**config.mk**
```make
export PLATFORM = sky130hd
export DESIGN_NAME = acc_dump_tx
export DESIGN_NICKNAME = d
export VERILOG_FILES = /design/src/rtl/acc_dump_pkg.sv /design/src/rtl/acc_wr_counter.sv /design/src/rtl/acc_dump_tx.sv
export SDC_FILE = /design/constraint.sdc
export NUM_CORES = 1
export LEC_CHECK = 0
export CORE_MARGIN = 4
export CORE_UTILIZATION = 40
export CTS_CLUSTER_DIAMETER = 150
export CTS_CLUSTER_SIZE = 30
export DETAILED_ROUTE_END_ITERATION = 10
export SYNTH_ARGS = -nofsm -noshare
export SYNTH_HDL_FRONTEND = slang
export SYNTH_SLANG_ARGS = --single-unit
```
**constraint.sdc**
```tcl
create_clock -name clk -period 4.65 [get_ports clk]
set_clock_uncertainty 0.15 [all_clocks]
set_input_delay 0.6975 -clock clk [delete_from_list [all_inputs] [get_ports clk]]
set_output_delay 0.6975 -clock clk [all_outputs]
set_load 0.03 [all_outputs]
```
**src/rtl/acc_dump_pkg.sv**
```systemverilog
`default_nettype none
// ============================================================================
//  Module      : acc_dump_pkg
//  Description : Shared types and constants for the accumulator dump path.
//                Holds the frame FSM state encoding, the default frame header
//                byte and the width of the in-frame byte index.
//  Revision    : 1.0 - initial release
// ============================================================================
package acc_dump_pkg;

    // Frame sequencer states
    typedef enum logic [1:0] {
        IDLE = 2'd0,
        SEND = 2'd1,
        WAIT = 2'd2,
        DONE = 2'd3
    } state_t;

    // First byte of every frame unless overridden by the top-level parameter
    localparam logic [7:0] HEADER_DEFAULT = 8'hA5;

    // Byte index width; frames of up to 256 bytes are addressable
    localparam int IDX_W = 8;

endpackage : acc_dump_pkg
`default_nettype wire

```
**src/rtl/acc_wr_counter.sv**
```systemverilog
`default_nettype none
// ============================================================================
//  Module      : acc_wr_counter
//  Description : Saturating event counter for accumulator write strobes.
//                Increments once per clock while inc is high, sticks at
//                all-ones and is cleared only by reset.
//  Ports       : clk   - system clock
//                reset - synchronous active-high reset
//                inc   - count enable (one event per cycle)
//                count - current count value
//  Revision    : 1.0 - initial release
// ============================================================================
module acc_wr_counter #(
    parameter int CNT_W = 16
) (
    input  logic             clk,
    input  logic             reset,
    input  logic             inc,
    output logic [CNT_W-1:0] count
);

    logic [CNT_W-1:0] r_count;

    always_ff @(posedge clk) begin
        if (reset) begin
            r_count <= '0;
        end else if (inc && (r_count != {CNT_W{1'b1}})) begin
            r_count <= r_count + {{(CNT_W-1){1'b0}}, 1'b1};
        end
    end

    assign count = r_count;

endmodule : acc_wr_counter
`default_nettype wire

```
**src/rtl/acc_dump_tx.sv**
```systemverilog
`default_nettype none
// ============================================================================
//  Module      : acc_dump_tx
//  Description : Debug reader for the accumulator. Counts WrAcc strobes,
//                snapshots ACC and the count on a rising edge of halt and
//                streams them to a UART transmitter as one byte frame:
//                HEADER, ACC bytes (MSB first), count bytes (MSB first)
//                and, when ACC_DUMP_CHECKSUM_EN is defined, a trailing
//                mod-256 sum of all preceding frame bytes.
//  Config      : ACC_DUMP_CHECKSUM_EN - append checksum byte to each frame
//  Ports       : clk        - system clock (posedge)
//                reset      - synchronous active-high reset
//                acc_value  - accumulator output bus (DB bits)
//                wr_acc     - accumulator write strobe (snooped)
//                halt       - CPU halt level; rising edge starts a frame
//                tx_done    - UART byte-complete pulse
//                tx_start   - one-cycle request to send tx_data
//                tx_data    - byte being sent, stable until tx_done
//                busy       - frame in progress (through frame_done)
//                frame_done - one-cycle pulse after the last byte
//  Revision    : 1.0 - initial release
// ============================================================================
module acc_dump_tx
    import acc_dump_pkg::*;
#(
    parameter int         DB     = 16,
    parameter int         CNT_W  = 16,   // must be a multiple of 8
    parameter logic [7:0] HEADER = HEADER_DEFAULT
) (
    input  logic          clk,
    input  logic          reset,
    input  logic [DB-1:0] acc_value,
    input  logic          wr_acc,
    input  logic          halt,
    input  logic          tx_done,
    output logic          tx_start,
    output logic [7:0]    tx_data,
    output logic          busy,
    output logic          frame_done
);

    localparam int NB     = (DB + 7) / 8;
    localparam int NC     = CNT_W / 8;
    localparam int ACC_W  = 8 * NB;
    localparam int NDATA  = 1 + NB + NC;     // header + ACC + count bytes
`ifdef ACC_DUMP_CHECKSUM_EN
    localparam int NBYTES = NDATA + 1;
`else
    localparam int NBYTES = NDATA;
`endif
    localparam logic [IDX_W-1:0] LAST = IDX_W'(NBYTES - 1);

    state_t              r_state;
    state_t              w_state_nxt;
    logic                r_halt_q;
    logic                w_trig;
    logic [ACC_W-1:0]    r_acc_snap;
    logic [CNT_W-1:0]    r_cnt_snap;
    logic [CNT_W-1:0]    w_count;
    logic [IDX_W-1:0]    r_idx;
    logic [IDX_W-1:0]    w_idx_nxt;
    logic                w_snap_en;
    logic [8*NDATA-1:0]  w_frame;
    logic [7:0]          w_tx_byte;

    // ------------------------------------------------------------------
    // WrAcc event counter; keeps running while a frame is in flight
    // ------------------------------------------------------------------
    acc_wr_counter #(
        .CNT_W (CNT_W)
    ) u_counter (
        .clk   (clk),
        .reset (reset),
        .inc   (wr_acc),
        .count (w_count)
    );

    assign w_trig = halt & ~r_halt_q;

    // Frame image, byte 0 in the top lane
    assign w_frame = {HEADER, r_acc_snap, r_cnt_snap};

`ifdef ACC_DUMP_CHECKSUM_EN
    logic [7:0] w_sum;

    always_comb begin
        w_sum = 8'h00;
        for (int i = 0; i < NDATA; i++) begin
            w_sum = w_sum + w_frame[8*i +: 8];
        end
    end
`endif

    // Byte select by frame index
    always_comb begin
        w_tx_byte = 8'h00;
        for (int i = 0; i < NDATA; i++) begin
            if (r_idx == IDX_W'(i)) begin
                w_tx_byte = w_frame[8*(NDATA-i)-1 -: 8];
            end
        end
`ifdef ACC_DUMP_CHECKSUM_EN
        if (r_idx == IDX_W'(NDATA)) begin
            w_tx_byte = w_sum;
        end
`endif
    end

    // ------------------------------------------------------------------
    // Frame sequencer: next state and outputs
    // ------------------------------------------------------------------
    always_comb begin
        w_state_nxt = r_state;
        w_idx_nxt   = r_idx;
        w_snap_en   = 1'b0;
        tx_start    = 1'b0;
        tx_data     = 8'h00;
        busy        = 1'b1;
        frame_done  = 1'b0;

        case (r_state)
            IDLE: begin
                busy = 1'b0;
                if (w_trig) begin
                    w_snap_en   = 1'b1;
                    w_idx_nxt   = '0;
                    w_state_nxt = SEND;
                end
            end
            SEND: begin
                tx_start    = 1'b1;
                tx_data     = w_tx_byte;
                w_state_nxt = WAIT;
            end
            WAIT: begin
                tx_data = w_tx_byte;
                if (tx_done) begin
                    if (r_idx == LAST) begin
                        w_state_nxt = DONE;
                    end else begin
                        w_idx_nxt   = r_idx + IDX_W'(1);
                        w_state_nxt = SEND;
                    end
                end
            end
            DONE: begin
                frame_done  = 1'b1;
                w_state_nxt = IDLE;
            end
            default: begin
                w_state_nxt = IDLE;
            end
        endcase
    end

    // ------------------------------------------------------------------
    // State, edge detect and snapshot registers. The snapshot takes the
    // counter value before this cycle's increment, so a strobe coincident
    // with the trigger lands in the next frame.
    // ------------------------------------------------------------------
    always_ff @(posedge clk) begin
        if (reset) begin
            r_state    <= IDLE;
            r_halt_q   <= 1'b0;
            r_idx      <= '0;
            r_acc_snap <= '0;
            r_cnt_snap <= '0;
        end else begin
            r_state  <= w_state_nxt;
            r_halt_q <= halt;
            r_idx    <= w_idx_nxt;
            if (w_snap_en) begin
                r_acc_snap <= ACC_W'(acc_value);
                r_cnt_snap <= w_count;
            end
        end
    end

endmodule : acc_dump_tx
`default_nettype wire

```
==> flow_summary.ini <==
[placed_design]
port_buffers = 31
finalWeightedCongestion = 0.829
detailed_place_hpwl_mm = 4.89

[synth]
synth_seq_area_share = 0.414
mappedNetlistNets = 388
synth_area_um2 = 2850
yosysWarnings = 0
synth_area_leader_cell = sky130_fd_sc_hd__dfxtp_1
yosys.cell_types.count = 43
synth-async-reset-ratio = 0
synth_area_leaders = sky130_fd_sc_hd__dfxtp_1 41%, sky130_fd_sc_hd__a21oi_1 11%, sky130_fd_sc_hd__nand2_1 10%, sky130_fd_sc_hd__ha_1 3.9%, sky130_fd_sc_hd__o21ai_0 2.8%
flip_flop_and_latch_count_after_synthesis = 59
synth-edff-count = 0
most_common_cell_in_the_netlist = sky130_fd_sc_hd__nand2_1
post-synth-top-area-fraction = 0.414
syn-mean-instance-area_um2 = 7.97
synth-main-ff-cell = sky130_fd_sc_hd__dfxtp_1
synth.top_cells.by_count = 79 x sky130_fd_sc_hd__nand2_1, 60 x sky130_fd_sc_hd__a21oi_1, 59 x sky130_fd_sc_hd__dfxtp_1, 17 x sky130_fd_sc_hd__clkbuf_1, 16 x sky130_fd_sc_hd__o21ai_0
netlist_instances = 358

[power]
power_density_nw_per_um2 = 454
vdd_ir_drop_max_mv = 0.267
leakagePower_nw = 1.19

[routing]
wirelength_mm = 7.14
avgRoutedWirePerCell_um = 14.7
detail_route.vias_per_cell = 5.37
route.antenna.remaining_nets = 0
drt_pre_antenna_iters = 4
drc = 0
vias = 2616
drt_iter0_drc = 119

[final_layout]
antenna_cells = 0
final_util = 0.505
area_grow_syn2layout_pct = 21.7
drive_above_1_share = 0.0844
final_stage_net_count = 416

[clock_network]
clock_latency_ns = 0.34
cts-htree-levels = 3
clock-root-buffer = sky130_fd_sc_hd__clkbuf_8
cts.sink_count = 59
cts.repair_timing.setup_buffer_count = 0
cts.reportedPaths.clkPinSlew_ns = 0.07
post_cts_resize_count = 0
cts_max_path_buffers = 2
cts_tree = built
cts_hold_buf = 0
tritoncts_buffer_count = 9

[timing]
final-hold-violation-count = 0
worst-slew-pin-transition_ns = 0.654
hold_ws_ns = 0.304
achievable-frequency_ghz = 0.284
timing.max_slew.rel_slack = 0.559
unrepaired_setup_endpoints_after_global_routing = false
min_period_over_period = 0.758
final-setup-viol-count = 0
final_max_slew_viols = 0
period_minus_slack_ns = 3.53
fin_setup_tns_ns = 0

[grt]
grt_start_max_net_pins = 54
grt_pass1_wl_mm = 11.9
grtUsageTotal = 0.176
first_global_vias = 2407
antenna_violations_before_repair = 0
overflow = 0

[worst_setup_path]
worst-path-stages = 6
cp_slowest_cell = sky130_fd_sc_hd__clkdlybuf4s50_1
crit_start = r_idx[0]$_SDFFE_PP0P_
critPathRequiredTime_ns = 3.80
cp_num_buf_inv = 1
number_of_cell_instances_on_the_worst_register_to_register_path = 5
worst_setup_path_start_kind = flop
timing.critical_path.slowest_cell_delay_ns = 0.59
worst-endpoint-arrival_ns = 2.68
cp_cell_instances = ha_1, or3b_2, nor2_1, o21ai_0, a32o_1, clkdlybuf4s50_1
crit_path_end = tx_data[2]
path_max_fanout = 7
worstReg2RegStart = u_counter.count[0]$_SDFFE_PP0P_
worst_setup_path_end_kind = output port
critPathKind = reg2out
reg2reg_setup_slack_ns = 2.50
timing.critical_path.max_delay_family = simple AND/OR/NAND/NOR gates
worst_r2r_endpoint = u_counter.count[12]$_SDFFE_PP0P_

[floorplanning]
die-width_um = 92.5
floorplan.initialDensity = 0.415
io-pin-count = 32
rows = 30
core-area_um2 = 6870
die_height_um = 92.5
dieArea_um2 = 8550

[flow_run]
max_cap_viol_count = 0

[status]
run_status = completed

[hold_path]
min_path_type = reg2reg
-- metrics by stage --
stage               instances  cell area (um2)  worst slack [ns]  total power (W)
CTS                       487             3470              1.14          0.00160
detailed placement        471             3240              1.51          0.00106
global route              487             3470              1.01          0.00166
global placement          471             3240              1.56          0.00106
finish                    487             3470              1.12          0.00158
floorplan                 358             2850              2.09         0.000876
-- worst register-to-register path, delay by kind of cell, from the launching register on --
family,cells,cell delay (ns)
DFF,1,0.41
and+or+nand+nor,3,1.10
adders and majority gates,1,0.28
AOI/OAI and AO/OA,1,0.14
-- worst min path at each step --
| stage | start | depth (start not counted) | slack (ns) | end |
|---|---|---|---|---|
| after floorplan | r_cnt_snap[10]$_SDFFE_PP0P_ | 2 | 0.28 | r_cnt_snap[10]$_SDFFE_PP0P_ |
| after global placement | r_cnt_snap[15]$_SDFFE_PP0P_ | 2 | 0.29 | r_cnt_snap[15]$_SDFFE_PP0P_ |
| after detailed placement | r_cnt_snap[15]$_SDFFE_PP0P_ | 2 | 0.30 | r_cnt_snap[15]$_SDFFE_PP0P_ |
| after CTS | r_cnt_snap[15]$_SDFFE_PP0P_ | 2 | 0.30 | r_cnt_snap[15]$_SDFFE_PP0P_ |
| after global routing | r_cnt_snap[10]$_SDFFE_PP0P_ | 2 | 0.32 | r_cnt_snap[10]$_SDFFE_PP0P_ |
| final | r_cnt_snap[15]$_SDFFE_PP0P_ | 2 | 0.30 | r_cnt_snap[15]$_SDFFE_PP0P_ |
-- cell usage in the layout (no fill, tap or decap), drive strengths merged, types with 3 or more instances in the layout --
cell type,synthesis,final
ha,9,9
or4,9,9
nor2b,5,5
nor3,6,6
and3b,5,5
nor4,4,4
a22o,4,4
nand2b,5,5
o31ai,8,8
a32o,4,4
inv,10,10
nand3,7,7
nand2,79,79
clkbuf,17,12
nor2,12,12
a21oi,60,60
and3,4,4
nand4,9,9
dfxtp,59,59
mux2,3,3
or3,6,6
o21ai,17,17
clkdlybuf4s50,0,30
buf,1,5
-- state kept, by name, summed over array words and instances, names as in the netlist --
signal,flops
r_idx,8
r_cnt_snap,16
r_halt_q,1
u_counter.count,16
r_acc_snap,16
r_state,2
-- area by class of cell --
type | instances | area, um2
clock buffers | 12 | 155
clock inverters | 4 | 72.6
fillers | 697 | 3400
inverters | 10 | 37.5
multi-input cells | 271 | 1570
flip-flops and latches | 59 | 1180
well taps | 96 | 120
repair buffers | 35 | 335
-- power breakdown --
part           internal [W]  total [W]  switching, W
clock              0.000330   0.000530      0.000200
sequential         0.000539   0.000570     0.0000310
combinational      0.000186   0.000477      0.000291
total               0.00105    0.00158      0.000522
-- cell families (layout without fill, tap and decap cells) --
family / after synthesis / in the layout / share of synthesized area
and+or+nand+nor: 154 / 154 / 0.279
AOI/OAI and AO/OA: 104 / 104 / 0.216
DFF: 59 / 59 / 0.414
buffers and inverters: 28 / 61 / 0.0368
adders and majority gates: 9 / 9 / 0.0395
muxes: 4 / 4 / 0.0153
-- routing by layer --
layer | track usage | routed length (um) | up-vias
li1 | - | - | 1345
met1 | 0.230 | 3280 | 1204
met2 | 0.275 | 3330 | 56
met3 | 0.0544 | 432 | 11
met4 | 0.0594 | 101 | 0
met5 | 0 | 0 | -
(Power assumes the default switching activity.)
